### config.mk
export PLATFORM = sky130hd
export DESIGN_NAME = instr_encoder
export DESIGN_NICKNAME = d
export VERILOG_FILES = /design/src/rtl/instr_encoder.sv
export SDC_FILE = /design/constraint.sdc
export NUM_CORES = 1
export LEC_CHECK = 0
export CAP_MARGIN = 20
export CORE_ASPECT_RATIO = 1.25
export CORE_MARGIN = 1
export CORE_UTILIZATION = 43
export CTS_CLUSTER_DIAMETER = 150
export DETAILED_ROUTE_END_ITERATION = 10
export HOLD_SLACK_MARGIN = 0.1
export PLACE_DENSITY = 0.82
export SLEW_MARGIN = 10
export SYNTH_ARGS = -nofsm -noshare
export SYNTH_HDL_FRONTEND = slang
export SYNTH_SLANG_ARGS = --single-unit
### constraint.sdc
create_clock -name clk -period 5.32 [get_ports clk]
set_input_delay 1.064 -clock clk [delete_from_list [all_inputs] [get_ports clk]]
set_output_delay 1.064 -clock clk [all_outputs]
set_load 0.02 [all_outputs]
### src/rtl/instr_encoder.sv
// RV32I instruction encoder: packs fields and a signed immediate into a 32-bit
// word, rejects illegal/misaligned/out-of-range requests, and buffers words in a 2-entry FIFO.
module instr_encoder #(
  parameter int unsigned ADDR_W    = 10,
  parameter int unsigned BASE_ADDR = 0
) (
  input  logic              clk,
  input  logic              rst,
  input  logic              flush,
  input  logic              in_valid,
  output logic              in_ready,
  input  logic [2:0]        in_fmt,
  input  logic [6:0]        in_opcode,
  input  logic [4:0]        in_rd,
  input  logic [4:0]        in_rs1,
  input  logic [4:0]        in_rs2,
  input  logic [2:0]        in_funct3,
  input  logic [6:0]        in_funct7,
  input  logic [31:0]       in_imm,
  output logic              out_valid,
  input  logic              out_ready,
  output logic [31:0]       out_instr,
  output logic [ADDR_W-1:0] out_addr,
  output logic              err_valid,
  output logic [1:0]        err_code,
  output logic [15:0]       err_count
);

  localparam logic [2:0] FMT_I = 3'd0;
  localparam logic [2:0] FMT_S = 3'd1;
  localparam logic [2:0] FMT_B = 3'd2;
  localparam logic [2:0] FMT_U = 3'd3;
  localparam logic [2:0] FMT_J = 3'd4;
  localparam logic [2:0] FMT_R = 3'd5;

  localparam logic [1:0] ERR_NONE  = 2'd0;
  localparam logic [1:0] ERR_RANGE = 2'd1;
  localparam logic [1:0] ERR_ALIGN = 2'd2;
  localparam logic [1:0] ERR_FMT   = 2'd3;

  localparam logic [1:0]        FULL      = 2'd2;
  localparam logic [ADDR_W-1:0] BASE      = ADDR_W'(BASE_ADDR);
  localparam logic [15:0]       CNT_MAX   = 16'hFFFF;

  logic [31:0]       word_c;
  logic [1:0]        code_c;
  logic              range_bad_c;
  logic              reject_c;
  logic              accept_c;
  logic              push_c;
  logic              pop_c;

  logic [31:0]       mem [2];
  logic              wr_ptr;
  logic              rd_ptr;
  logic [1:0]        count;
  logic [ADDR_W-1:0] addr_q;

  // Bit-scatter the immediate into the selected format.
  always_comb begin
    word_c = '0;
    unique case (in_fmt)
      FMT_I: word_c = {in_imm[11:0], in_rs1, in_funct3, in_rd, in_opcode};
      FMT_S: word_c = {in_imm[11:5], in_rs2, in_rs1, in_funct3, in_imm[4:0], in_opcode};
      FMT_B: word_c = {in_imm[12], in_imm[10:5], in_rs2, in_rs1, in_funct3,
                       in_imm[4:1], in_imm[11], in_opcode};
      FMT_U: word_c = {in_imm[31:12], in_rd, in_opcode};
      FMT_J: word_c = {in_imm[20], in_imm[10:1], in_imm[11], in_imm[19:12],
                       in_rd, in_opcode};
      FMT_R: word_c = {in_funct7, in_rs2, in_rs1, in_funct3, in_rd, in_opcode};
      default: word_c = '0;
    endcase
  end

  // Immediate must sign-extend from the top bit the format can hold.
  always_comb begin
    range_bad_c = 1'b0;
    unique case (in_fmt)
      FMT_I, FMT_S: range_bad_c = !((&in_imm[31:11]) || !(|in_imm[31:11]));
      FMT_B:        range_bad_c = !((&in_imm[31:12]) || !(|in_imm[31:12]));
      FMT_J:        range_bad_c = !((&in_imm[31:20]) || !(|in_imm[31:20]));
      FMT_U:        range_bad_c = |in_imm[11:0];
      default:      range_bad_c = 1'b0;
    endcase
  end

  // Error priority: illegal format, then misalignment, then range.
  always_comb begin
    code_c = ERR_NONE;
    if (in_fmt > FMT_R) begin
      code_c = ERR_FMT;
    end else if ((in_fmt == FMT_B || in_fmt == FMT_J) && in_imm[0]) begin
      code_c = ERR_ALIGN;
    end else if (range_bad_c) begin
      code_c = ERR_RANGE;
    end
  end

  assign reject_c  = (code_c != ERR_NONE);
  assign in_ready  = (count != FULL);
  assign out_valid = (count != 2'd0);
  assign out_instr = mem[rd_ptr];
  assign out_addr  = addr_q;

  assign accept_c  = in_valid && in_ready && !flush;
  assign push_c    = accept_c && !reject_c;
  assign pop_c     = out_valid && out_ready && !flush;

  // FIFO storage, pointers, occupancy and head address; flush beats push/pop.
  always_ff @(posedge clk or posedge rst) begin
    if (rst) begin
      mem[0] <= '0;
      mem[1] <= '0;
      wr_ptr <= 1'b0;
      rd_ptr <= 1'b0;
      count  <= 2'd0;
      addr_q <= BASE;
    end else if (flush) begin
      wr_ptr <= 1'b0;
      rd_ptr <= 1'b0;
      count  <= 2'd0;
      addr_q <= BASE;
    end else begin
      if (push_c) begin
        mem[wr_ptr] <= word_c;
        wr_ptr      <= !wr_ptr;
      end
      if (pop_c) begin
        rd_ptr <= !rd_ptr;
        addr_q <= addr_q + ADDR_W'(1);
      end
      unique case ({push_c, pop_c})
        2'b10:   count <= count + 2'd1;
        2'b01:   count <= count - 2'd1;
        default: count <= count;
      endcase
    end
  end

  // Rejection reporting: one-cycle pulse, sticky code, saturating count.
  always_ff @(posedge clk or posedge rst) begin
    if (rst) begin
      err_valid <= 1'b0;
      err_code  <= ERR_NONE;
      err_count <= '0;
    end else begin
      err_valid <= accept_c && reject_c;
      if (accept_c && reject_c) begin
        err_code <= code_c;
        if (err_count != CNT_MAX) begin
          err_count <= err_count + 16'd1;
        end
      end
    end
  end

endmodule
==> summary.md, run 1 <==
| Metric | Value |
|---|---|
| First-pass DRT Iterations | `4` |
| Final Power | `around 0.0025 W` |
| Final min period | `a little over 4 ns` |
| Critical path type | `input port to flip-flop` |
| Sequential cell area | `2430 um^2` |
| Outcome | `finished clean` |
| Synthesized area per cell | `11.1 um^2` |
| Routed len/inst | `18.8 um` |
| Gr ovfl total | `0` |
| Worst setup SP type | `input port` |
| H-tree levels | `3` |
| TritonCTS Buffers | `9` |
| Ys async rst share | `1.00` |
| Routed Antenna Nets | `0` |
| Simple-gate area share of the yosys netlist | `0.122` |
| Die H | `129 um` |
| Layout cells sized above 1 | `0.183` |
| Critical Path AT | `4.31 ns` |
| WL met2 | `7140 um` |
| Fmax | `roughly 0.24 GHz` |
| Core ar. | `12,300 um^2` |
| EDFF count, synth | `0` |
| Commonest cells after routing, fill and taps aside | `134 x clkdlybuf4s50_1, 97 x dfrtp_1, 47 x mux2_2, 35 x a21oi_1, 29 x mux2_4` |
| Slew HR | `0.309` |
| Post-synth cell types | `between 50 and 60` |
| Seq/Total Area, Yosys | `0.439` |
| Finish-stage setup viols | `0` |
| Data required time of the critical path | `about 5.5 ns` |
| Avg Vias per Cell | `5.72` |
| DR top layer | `met4` |
| Initial antenna violation count | `0` |
| Area of the multi-input gates | `2890 um^2` |
| Gpl congestion | `approximately 0.92` |
| Dpl hpwl | `10,800 um` |
| Compound-Gate Fraction of Synth Area | `0.128` |
| Top-level I/O count | `135` |
| Post-synthesis xor/xnor area fraction | `0.0396` |
| Layout fillers | `between 900 and 1,000` |
| DP Worst Slack | `0.956 ns` |
| Gr usage total | `0.223` |
| Slew @ Worst Pin | `1.04 ns` |
| Mapped cell area | `5530 um^2` |
| Final hold vios | `0` |
| Clock Latency Late Sink | `between 0.3 and 0.4 ns` |
| Final worst slack | `1.22 ns` |
| Met3 routed WL | `1000 um` |
| Root Buffer | `clkbuf_16` |
| Hold_buf cts | `0` |
| HP Class | `flip-flop to flip-flop` |
| M1 WL | `6470 um` |
| # nets final | `692` |
| Clk_skew | `between 0.006 and 0.007 ns` |
| Adder-Cell Fraction of Synth Area | `0.00453` |
| # rows | `45` |
| Seq cells post-synth | `97` |
| 1st-iter DRT viols | `178` |
| Worst Setup End Kind | `flip-flop` |
| Synth Warn # | `0` |
| Largest net degree at the start of global routing | `57` |
| Worst Path Max Fanout | `32` |
| DP Area | `6970 um^2` |
| Mapped Cells | `slightly below 500` |
| Worst-path clk slew | `around 0.07 ns` |
| CTS sink count | `97` |
| Mapped Nets | `570` |
| Starting Density | `0.448` |
| Number of global-route vias before repair | `4,457` |
| Pleak | `3.18 nW` |
| Setup TNS | `0 ns` |
| Largest family of logic cells by synthesized area | `multiplexers` |
| CTS max path bufs | `2` |
| First-pass GRT wire length | `around 23,000 um` |
| Max_cap viols | `0` |
| RSZ-0062 raised after global routing | `false` |
| PostCTS Resize Cnt | `0` |
| Diodes inserted | `0` |
| Post-Layout Inst Area | `around 7300 um^2` |
| Peak VDD IR | `about 230 uV` |
| Die Width | `103 um` |
| Synth Flop Type | `dfrtp_1` |
| Commonest non-fill, non-tap cell in the layout | `clkdlybuf4s50_1` |
| Final wirelength | `14,800 um` |
| Post-CTS Setup Bufs | `0` |
| Drt drc | `0` |
| Final Slew Violations | `0` |
| Die area | `13,300 um^2` |
| Power Density | `345 nW/um^2` |
| CTS tree | `done` |
| Final period util | `0.770` |
| Post-synthesis mux area share | `0.230` |
| DR vias | `4,501` |
| Final core utilization | `0.591` |
| Syn-to-layout area delta | `31.8%` |
| Port Buffers | `134` |
## flip-flops by register name, indices dropped and copies added (netlist names)
| name | cells |
|---|---|
| out_addr | 10 |
| err_count | 16 |
| mem | 64 |
| wr_ptr | 1 |
| rd_ptr | 1 |
| err_code | 2 |
| err_valid | 1 |
| count | 2 |
## cell type report
| class | count | area share |
|---|---|---|
| multi-input cells | 358 | 0.397 |
| repair buffers | 143 | 0.193 |
| clock inverters | 5 | 0.00859 |
| inverters | 9 | 0.00498 |
| clock buffers | 11 | 0.0347 |
| well taps | 164 | 0.0282 |
| flip-flops and latches | 97 | 0.333 |
## power by group
part	internal [W]	total, W	switching (W)
sequential	0.000895	0.000997	0.000102
clock	0.000393	0.000674	0.000281
combinational	0.000462	0.000845	0.000383
## per-stage QoR
stage	cells	hold slack (ns)
2_1_floorplan	496	0.454
3_3_place_gp	771	0.463
3_5_place_dp	771	0.473
4_1_cts	787	0.489
5_1_grt	787	0.495
6_report	787	0.484
## cell usage after synthesis, drive strengths merged, types with 2 or more instances
library cell	n	area, um^2
a211oi	3	32.5
a21o	3	22.5
a21oi	35	175
a22o	4	35.0
a22oi	16	120
a31oi	3	18.8
and2	10	62.6
and3	7	43.8
buf	12	96.3
clkbuf	20	76.3
dfrtp	97	2430
ha	2	25.0
inv	8	30.0
mux2	95	1180
mux2i	9	90.1
nand2	17	63.8
nand3	20	113
nand4	16	100
nor2	19	71.3
nor2b	6	37.5
nor3	3	26.3
nor4	8	56.3
o211a	2	27.5
o21ai	19	95.1
o22ai	12	75.1
o32ai	6	52.6
or2	2	12.5
or3	2	12.5
or4	3	26.3
xnor2	6	52.6
xor2	19	166
## critical path: stages
cell and delay (ns):
clkdlybuf4s50_1 0.73, inv_1 0.41, nor2_1 0.59, nand3_1 0.26, o211a_4 0.30, nand3_4 0.54, mux2_2 0.41
## logic make-up (layout without fill, tap and decap cells)
family | Yosys count | after routing
xor gates and xnor gates | 25 | 25
muxes | 104 | 104
AOI/OAI and AO/OA | 108 | 108
and+or+nand+nor | 119 | 119
buffers and inverters | 41 | 168
adders and majority gates | 2 | 2
DFF | 97 | 97
## routing by layer
metal / global-route usage / vias to the layer above
met2: 0.369 / 171
met1: 0.289 / 2237
met4: 0.0746 / 0
met5: 0 / -
li1: - / 2080
met3: 0.0435 / 13
## worst paths after layout
check | cells after the start | slack [ns] | start | end
max | 7 | 1.22 | in_fmt[1] | mem[7]
min | 1 | 0.48 | mem[45] | mem[45]
max reg2reg | 6 | 2.99 | err_count[8] | err_count[1]
min reg2reg | 1 | 0.48 | mem[45] | mem[45]
max in group asynchronous | 3 | 3.13 | rst | mem[33]
min in group asynchronous | 2 | 1.19 | rst | mem[52]
Note: power is estimated with default switching activity, not from simulation.
==> run 2, diff against run 1 <==
==> constraint.sdc (replaced) <==
create_clock -name clk -period 3.96 [get_ports clk]
set_input_delay 0.792 -clock clk [delete_from_list [all_inputs] [get_ports clk]]
set_output_delay 0.792 -clock clk [all_outputs]
set_load 0.02 [all_outputs]
==> run 2 against run 1 <==
Critical path type unchanged. Global-route usage grew 0.73 points. Die area is the same. Clock power grew 27%.
==> summary.md, run 2 (synthesized netlist as in run 1, its figures left out) <==
| Metric | Value |
|---|---|
| Comb pwr share | `0.344 (was 0.336)` |
| PostCTS Resize Cnt | `0 (unchanged)` |
| Avg Vias per Cell | `5.74 (was 5.72)` |
| Commonest non-fill, non-tap cell in the layout | `clkdlybuf4s50_1 (unchanged)` |
| Critical path type | `input port to flip-flop (unchanged)` |
| Starting Density | `0.448 (unchanged)` |
| Peak VDD IR | `331 uV (was 234 uV)` |
| Critical Path AT | `3.37 ns (was 4.31 ns)` |
| Port Buffers | `134 (unchanged)` |
| Worst hold stages | `1 (unchanged)` |
| Clk_skew | `0.0103 ns (was 0.00641 ns)` |
| Reg2Reg Capture Point | `err_count[1] (unchanged)` |
| 1st-iter DRT viols | `184 (was 178)` |
| Max_cap viols | `0 (unchanged)` |
| Drt drc | `0 (unchanged)` |
| Clock share of power | `0.255 (was 0.268)` |
| Worst Path Max Fanout | `23 (was 32)` |
| Number of global-route vias before repair | `4,735 (was 4,457)` |
| Root Buffer | `clkbuf_16 (unchanged)` |
| Diodes inserted | `0 (unchanged)` |
| Final Power | `0.00335 W (was 0.00252 W)` |
| Largest register FFs | `64 (unchanged)` |
| First-pass GRT wire length | `23,400 um (was 22,700 um)` |
| DR vias | `4,564 (was 4,501)` |
| Final Slew Violations | `0 (unchanged)` |
| First-pass DRT Iterations | `5 (was 4)` |
| CP endpoint | `mem[19] (was mem[7])` |
| Gpl congestion | `0.900 (was 0.916)` |
| Core ar. | `12,300 um^2 (unchanged)` |
| # rows | `45 (unchanged)` |
| Worst r2r path cells | `6 (unchanged)` |
| Worst setup SP type | `input port (unchanged)` |
| Data required time of the critical path | `4.20 ns (was 5.54 ns)` |
| CTS tree | `done (unchanged)` |
| CTS max path bufs | `2 (unchanged)` |
| H-tree levels | `3 (unchanged)` |
| Top reg by flops | `mem (unchanged)` |
| Routed len/inst | `18.8 um (about the same)` |
| Reg2Reg Setup Slack | `1.71 ns (was 2.99 ns)` |
| HP Class | `flip-flop to flip-flop (unchanged)` |
| Dpl hpwl | `11,100 um (was 10,800 um)` |
| R2r startpoint | `err_count[8] (unchanged)` |
| Die Width | `103 um (unchanged)` |
| Largest net degree at the start of global routing | `84 (was 57)` |
| RSZ-0062 raised after global routing | `false (unchanged)` |
| Fmax | `approximately 0.32 GHz` |
| Setup TNS | `0 ns (unchanged)` |
| Final min period | `between 3 and 4 ns` |
| Slew @ Worst Pin | `0.497 ns (was 1.04 ns)` |
| Gr ovfl total | `0 (unchanged)` |
| Worst-path clk slew | `0.08 ns (was 0.07 ns)` |
| Die H | `129 um (unchanged)` |
| Power Density | `455 nW/um^2 (was 345 nW/um^2)` |
| Clock Latency Late Sink | `0.35 ns (was 0.34 ns)` |
| CTS sink count | `97 (unchanged)` |
| Routed Antenna Nets | `0 (unchanged)` |
| P_sw | `0.00106 W (was 0.000766 W)` |
| TritonCTS Buffers | `9 (unchanged)` |
| Final period util | `0.791` |
| Final hold vios | `0 (unchanged)` |
| Initial antenna violation count | `0 (unchanged)` |
| Die area | `13,300 um^2 (unchanged)` |
| Top-level I/O count | `135 (unchanged)` |
| Worst Setup End Kind | `flip-flop (unchanged)` |
| Layout fillers | `978 (was 997)` |
| Flop pwr share | `0.400 (was 0.396)` |
| Crit path launch | `in_fmt[1] (unchanged)` |
| Layout cells sized above 1 | `0.193 (was 0.183)` |
| Gr usage total | `0.230 (was 0.223)` |
| Syn-to-layout area delta | `33.0% (was 31.8%)` |
| # nets final | `700 (was 692)` |
| Post-CTS Setup Bufs | `0 (unchanged)` |
| Pleak | `3.22 nW (was 3.18 nW)` |
| Final wirelength | `15,000 um (was 14,800 um)` |
| Hold_buf cts | `0 (unchanged)` |
| Int Pwr | `0.00229 W (was 0.00175 W)` |
| Switching Fraction | `0.317 (was 0.305)` |
| Slew HR | `0.665 (was 0.309)` |
| Outcome | `finished clean (unchanged)` |
| Commonest cells after routing, fill and taps aside | `134 x clkdlybuf4s50_1, 97 x dfrtp_1, 47 x mux2_2, 35 x a21oi_1, 29 x mux2_4 (unchanged)` |
| Finish-stage setup viols | `0 (unchanged)` |
[run 2: changes by cell type in the layout (fill, tap and decap cells not counted), sizes merged]
cell | previous run | this run
buf | 9 | 17
inv | 9 | 12
clkinvlp | 2 | 0
bufinv | 1 | 0
clkbuf | 11 | 10
clkinv | 2 | 3
[run 2: area by class of cell]
class,instances,area (um^2),share of cell area
clock inverter,6,55.1,0.00749
sequential,97,2430,0.330
multi-input combinational,358,2890,0.394
tap,164,205,0.0279
timing repair buffer,151,1490,0.203
clock buffer,10,239,0.0325
inverter,9,36.3,0.00494
[run 2: worst min-delay path by stage]
stage | start | endpoint | slack [ns]
floorplan | mem[32] | mem[32] | 0.45
global placement | mem[47] | mem[47] | 0.46
detailed placement | mem[50] | mem[50] | 0.47
CTS | mem[48] | mem[48] | 0.49
global route | mem[38] | mem[38] | 0.51
finish | mem[39] | mem[39] | 0.48
[run 2: metrics by stage]
stage / worst slack [ns] / area, um^2 / std cells / utilization / hold slack (ns)
finish: 0.827 / 7350 / 795 / 0.596 / 0.485
global route: 0.702 / 7350 / 795 / 0.596 / 0.505
CTS: 0.843 / 7350 / 795 / 0.596 / 0.489
detailed placement: 0.492 / 7060 / 779 / 0.572 / 0.472
global placement: 0.560 / 7060 / 779 / 0.572 / 0.463
floorplan: 0.634 / 5530 / 496 / - / 0.454
[run 2: critical path: stages]
cell	delay (ns)
clkdlybuf4s50_1	0.67
or4b_1	0.51
o21bai_1	0.18
o211a_1	0.16
o211a_4	0.33
nand3_4	0.13
buf_4	0.25
mux2_4	0.33
[run 2: power by group through the flow]
| stage | clock network (W) | registers [W] | logic [W] |
|---|---|---|---|
| after floorplan | 0 | 0.00135 | 0.000646 |
| after CTS | 0.000877 | 0.00134 | 0.00116 |
| final | 0.000854 | 0.00134 | 0.00115 |
| after global routing | 0.000912 | 0.00137 | 0.00123 |
| after detailed placement | 0 | 0.00136 | 0.00116 |
| after global placement | 0 | 0.00134 | 0.00113 |
[run 2: layer usage]
metal	vias to the layer above	wire length (um)	track usage
met2	193	7390	0.397
met3	29	1090	0.0413
met5	-	0	0
li1	2117	-	-
met4	0	350	0.0986
met1	2225	6120	0.277
==> run 3, diff against run 2 <==
--- a/config.mk
+++ b/config.mk
@@ -12,7 +12,7 @@
 export CTS_CLUSTER_DIAMETER = 150
 export DETAILED_ROUTE_END_ITERATION = 10
 export HOLD_SLACK_MARGIN = 0.1
-export PLACE_DENSITY = 0.82
+export PLACE_DENSITY = 0.85
 export SLEW_MARGIN = 10
 export SYNTH_ARGS = -nofsm -noshare
 export SYNTH_HDL_FRONTEND = slang
==> constraint.sdc (replaced) <==
create_clock -name clk -period 2.8 [get_ports clk]
set_input_delay 0.56 -clock clk [delete_from_list [all_inputs] [get_ports clk]]
set_output_delay 0.56 -clock clk [all_outputs]
set_load 0.02 [all_outputs]
==> run 3 against run 2 <==
Cell count rose by 5.0%. Register-to-register slack got worse by 1.1 ns. Routed wire length rose by 6.1%. Clock power rose by 36%. Power rose by 42%. Hold slack got worse by 0.0020 ns. Via count rose by 3.0%. Utilization rose by 3.6 points. Cell area rose by 6.0%. First-iteration DRC count fell by 11%. Critical endpoint is now mem[48]. Largest cell class unchanged.
==> summary.md, run 3 (synthesized netlist as in run 1, its figures left out) <==
| Metric | Value |
|---|---|
| Cell Chain, Critical Path | `clkdlybuf4s50_1 -> or4_4 -> nor4_4 -> buf_4 -> o211ai_4 -> nor3_4 -> buf_12 -> clkbuf_16 -> mux2_1 (was clkdlybuf4s50_1 -> or4b_1 -> o21bai_1 -> o211a_1 -> o211a_4 -> nand3_4 -> buf_4 -> mux2_4)` |
| Max_cap viols | `0 (unchanged)` |
| CTS sink count | `97 (unchanged)` |
| Final hold vios | `0 (unchanged)` |
| Fin cells | `835 (was 795)` |
| Commonest non-fill, non-tap cell in the layout | `clkdlybuf4s50_1 (unchanged)` |
| Layout cells sized above 1 | `0.246 (was 0.193)` |
| Data required time of the critical path | `3.02 ns (was 4.20 ns)` |
| Top-level I/O count | `135 (unchanged)` |
| Number of global-route vias before repair | `4,978 (was 4,735)` |
| Die H | `129 um (unchanged)` |
| Slowest CP cell | `or4_4 (was clkdlybuf4s50_1)` |
| Slowest Stage Delay on Critical Path | `0.58 ns (was 0.67 ns)` |
| Largest register FFs | `64 (unchanged)` |
| Setup TNS | `0 ns (unchanged)` |
| Root Buffer | `clkbuf_16 (unchanged)` |
| Clock Latency Late Sink | `0.34 ns (was 0.35 ns)` |
| DP Area | `7390 um^2 (was 7060 um^2)` |
| Top reg by flops | `mem (unchanged)` |
| Initial antenna violation count | `0 (unchanged)` |
| # rows | `45 (unchanged)` |
| Outcome | `finished clean (unchanged)` |
| Inst Count DP | `815 (was 779)` |
| Dpl hpwl | `11,800 um (was 11,100 um)` |
| Peak VDD IR | `353 uV (was 331 uV)` |
| Final min period | `2.74 ns` |
| H-tree levels | `3 (unchanged)` |
| Clk_skew | `0.0121 ns (was 0.0103 ns)` |
| HP Class | `flip-flop to flip-flop (unchanged)` |
| Starting Density | `0.448 (unchanged)` |
| Layout fillers | `961 (was 978)` |
| First-pass DRT Iterations | `4 (was 5)` |
| Power Density | `612 nW/um^2 (was 455 nW/um^2)` |
| CTS max path bufs | `2 (unchanged)` |
| Die area | `13,300 um^2 (unchanged)` |
| Slew HR | `0.499 (was 0.665)` |
| Worst Setup End Kind | `flip-flop (unchanged)` |
| Area of the multi-input gates | `2930 um^2 (was 2890 um^2)` |
| Gpl congestion | `0.871 (was 0.900)` |
| CTS tree | `done (unchanged)` |
| Slew @ Worst Pin | `0.750 ns (was 0.497 ns)` |
| Avg Vias per Cell | `5.63 (was 5.74)` |
| Diodes inserted | `0 (unchanged)` |
| Worst Path Max Fanout | `11 (was 23)` |
| Final Power | `0.00476 W (was 0.00335 W)` |
| TritonCTS Buffers | `9 (unchanged)` |
| Gr ovfl total | `0 (unchanged)` |
| First-pass GRT wire length | `24,900 um (was 23,400 um)` |
| Port Buffers | `134 (unchanged)` |
| Pleak | `3.50 nW (was 3.22 nW)` |
| Core ar. | `12,300 um^2 (unchanged)` |
| Finish-stage setup viols | `0 (unchanged)` |
| Critical Path AT | `2.95 ns (was 3.37 ns)` |
| 1st-iter DRT viols | `163 (was 184)` |
| Final Slew Violations | `0 (unchanged)` |
| DR vias | `4,703 (was 4,564)` |
| Final wirelength | `15,900 um (was 15,000 um)` |
| Critical path type | `input port to flip-flop (unchanged)` |
| WHS | `0.483 ns (was 0.485 ns)` |
| Post-Layout Inst Area | `7790 um^2 (was 7350 um^2)` |
| Worst-path clk slew | `0.06 ns (was 0.08 ns)` |
| Drt drc | `0 (unchanged)` |
| Sequential cell area | `2430 um^2 (unchanged)` |
| Final period util | `0.977` |
| Gr usage total | `0.245 (was 0.230)` |
| Routed len/inst | `19.0 um (was 18.8 um)` |
| Worst setup SP type | `input port (unchanged)` |
| Syn-to-layout area delta | `40.9% (was 33.0%)` |
| Fmax | `0.365 GHz` |
| Commonest cells after routing, fill and taps aside | `129 x clkdlybuf4s50_1, 97 x dfrtp_1, 47 x mux2_2, 47 x buf_4, 35 x a21oi_1 (was 134 x clkdlybuf4s50_1, 97 x dfrtp_1, 47 x mux2_2, 35 x a21oi_1, 29 x mux2_4)` |
| Routed Antenna Nets | `0 (unchanged)` |
| # nets final | `740 (was 700)` |
| Die Width | `103 um (unchanged)` |
| RSZ-0062 raised after global routing | `false (unchanged)` |
| Largest net degree at the start of global routing | `36 (was 84)` |
[run 3: final timing paths]
kind	startpoint	endpoint	slack, ns	cells past startpoint
worst max-delay path	in_imm[27]	mem[48]	0.06	9
worst min-delay path	mem[33]	mem[33]	0.48	1
worst max register to register	err_count[4]	err_count[1]	0.57	6
worst min register to register	mem[33]	mem[33]	0.48	1
max in group asynchronous	rst	mem[33]	1.50	3
min in group asynchronous	rst	mem[1]	0.69	2
[run 3: layout make-up]
class                           instances  area share
Timing Repair Buffer                  191       0.245
Sequential cell                        97       0.312
Clock inverter                          6     0.00643
Clock buffer                           10      0.0294
Inverter                                9     0.00482
Tap cell                              164      0.0263
Multi-Input combinational cell        358       0.376
[run 3: timing repair]
| action | CTS | global route |
|---|---|---|
| resized for setup | 0 | 14 |
| hold buffers | 0 | 0 |
| setup buffers | 0 | 3 |
| setup endpoints to repair | 0 | 29 |
[run 3: stage by stage]
step / setup slack, ns / utilization
floorplan: 0.277 / -
global placement: -0.243 / 0.599
detailed placement: -0.279 / 0.599
CTS: 0.0737 / 0.622
global route: 0.00659 / 0.632
finish: 0.0635 / 0.632
[run 3: power breakdown]
| part | leakage [nW] | internal (W) | total [W] | switching, W |
|---|---|---|---|---|
| clock | 0.135 | 0.000615 | 0.00116 | 0.000546 |
| combinational | 2.10 | 0.000942 | 0.00171 | 0.000768 |
| sequential | 1.26 | 0.00170 | 0.00189 | 0.000193 |
[run 3: metal layers]
layer | global-route usage | routed length (um)
met5 | 0 | 0
met4 | 0.0978 | 341
met3 | 0.0500 | 1100
met2 | 0.415 | 7870
met1 | 0.302 | 6550
[run 3: critical path: cells and delay by family]
kind            cells  cell delay, ns
buf+inv             4            0.91
compound gates      1            0.10
mux                 1            0.32
simple gates        3            1.06
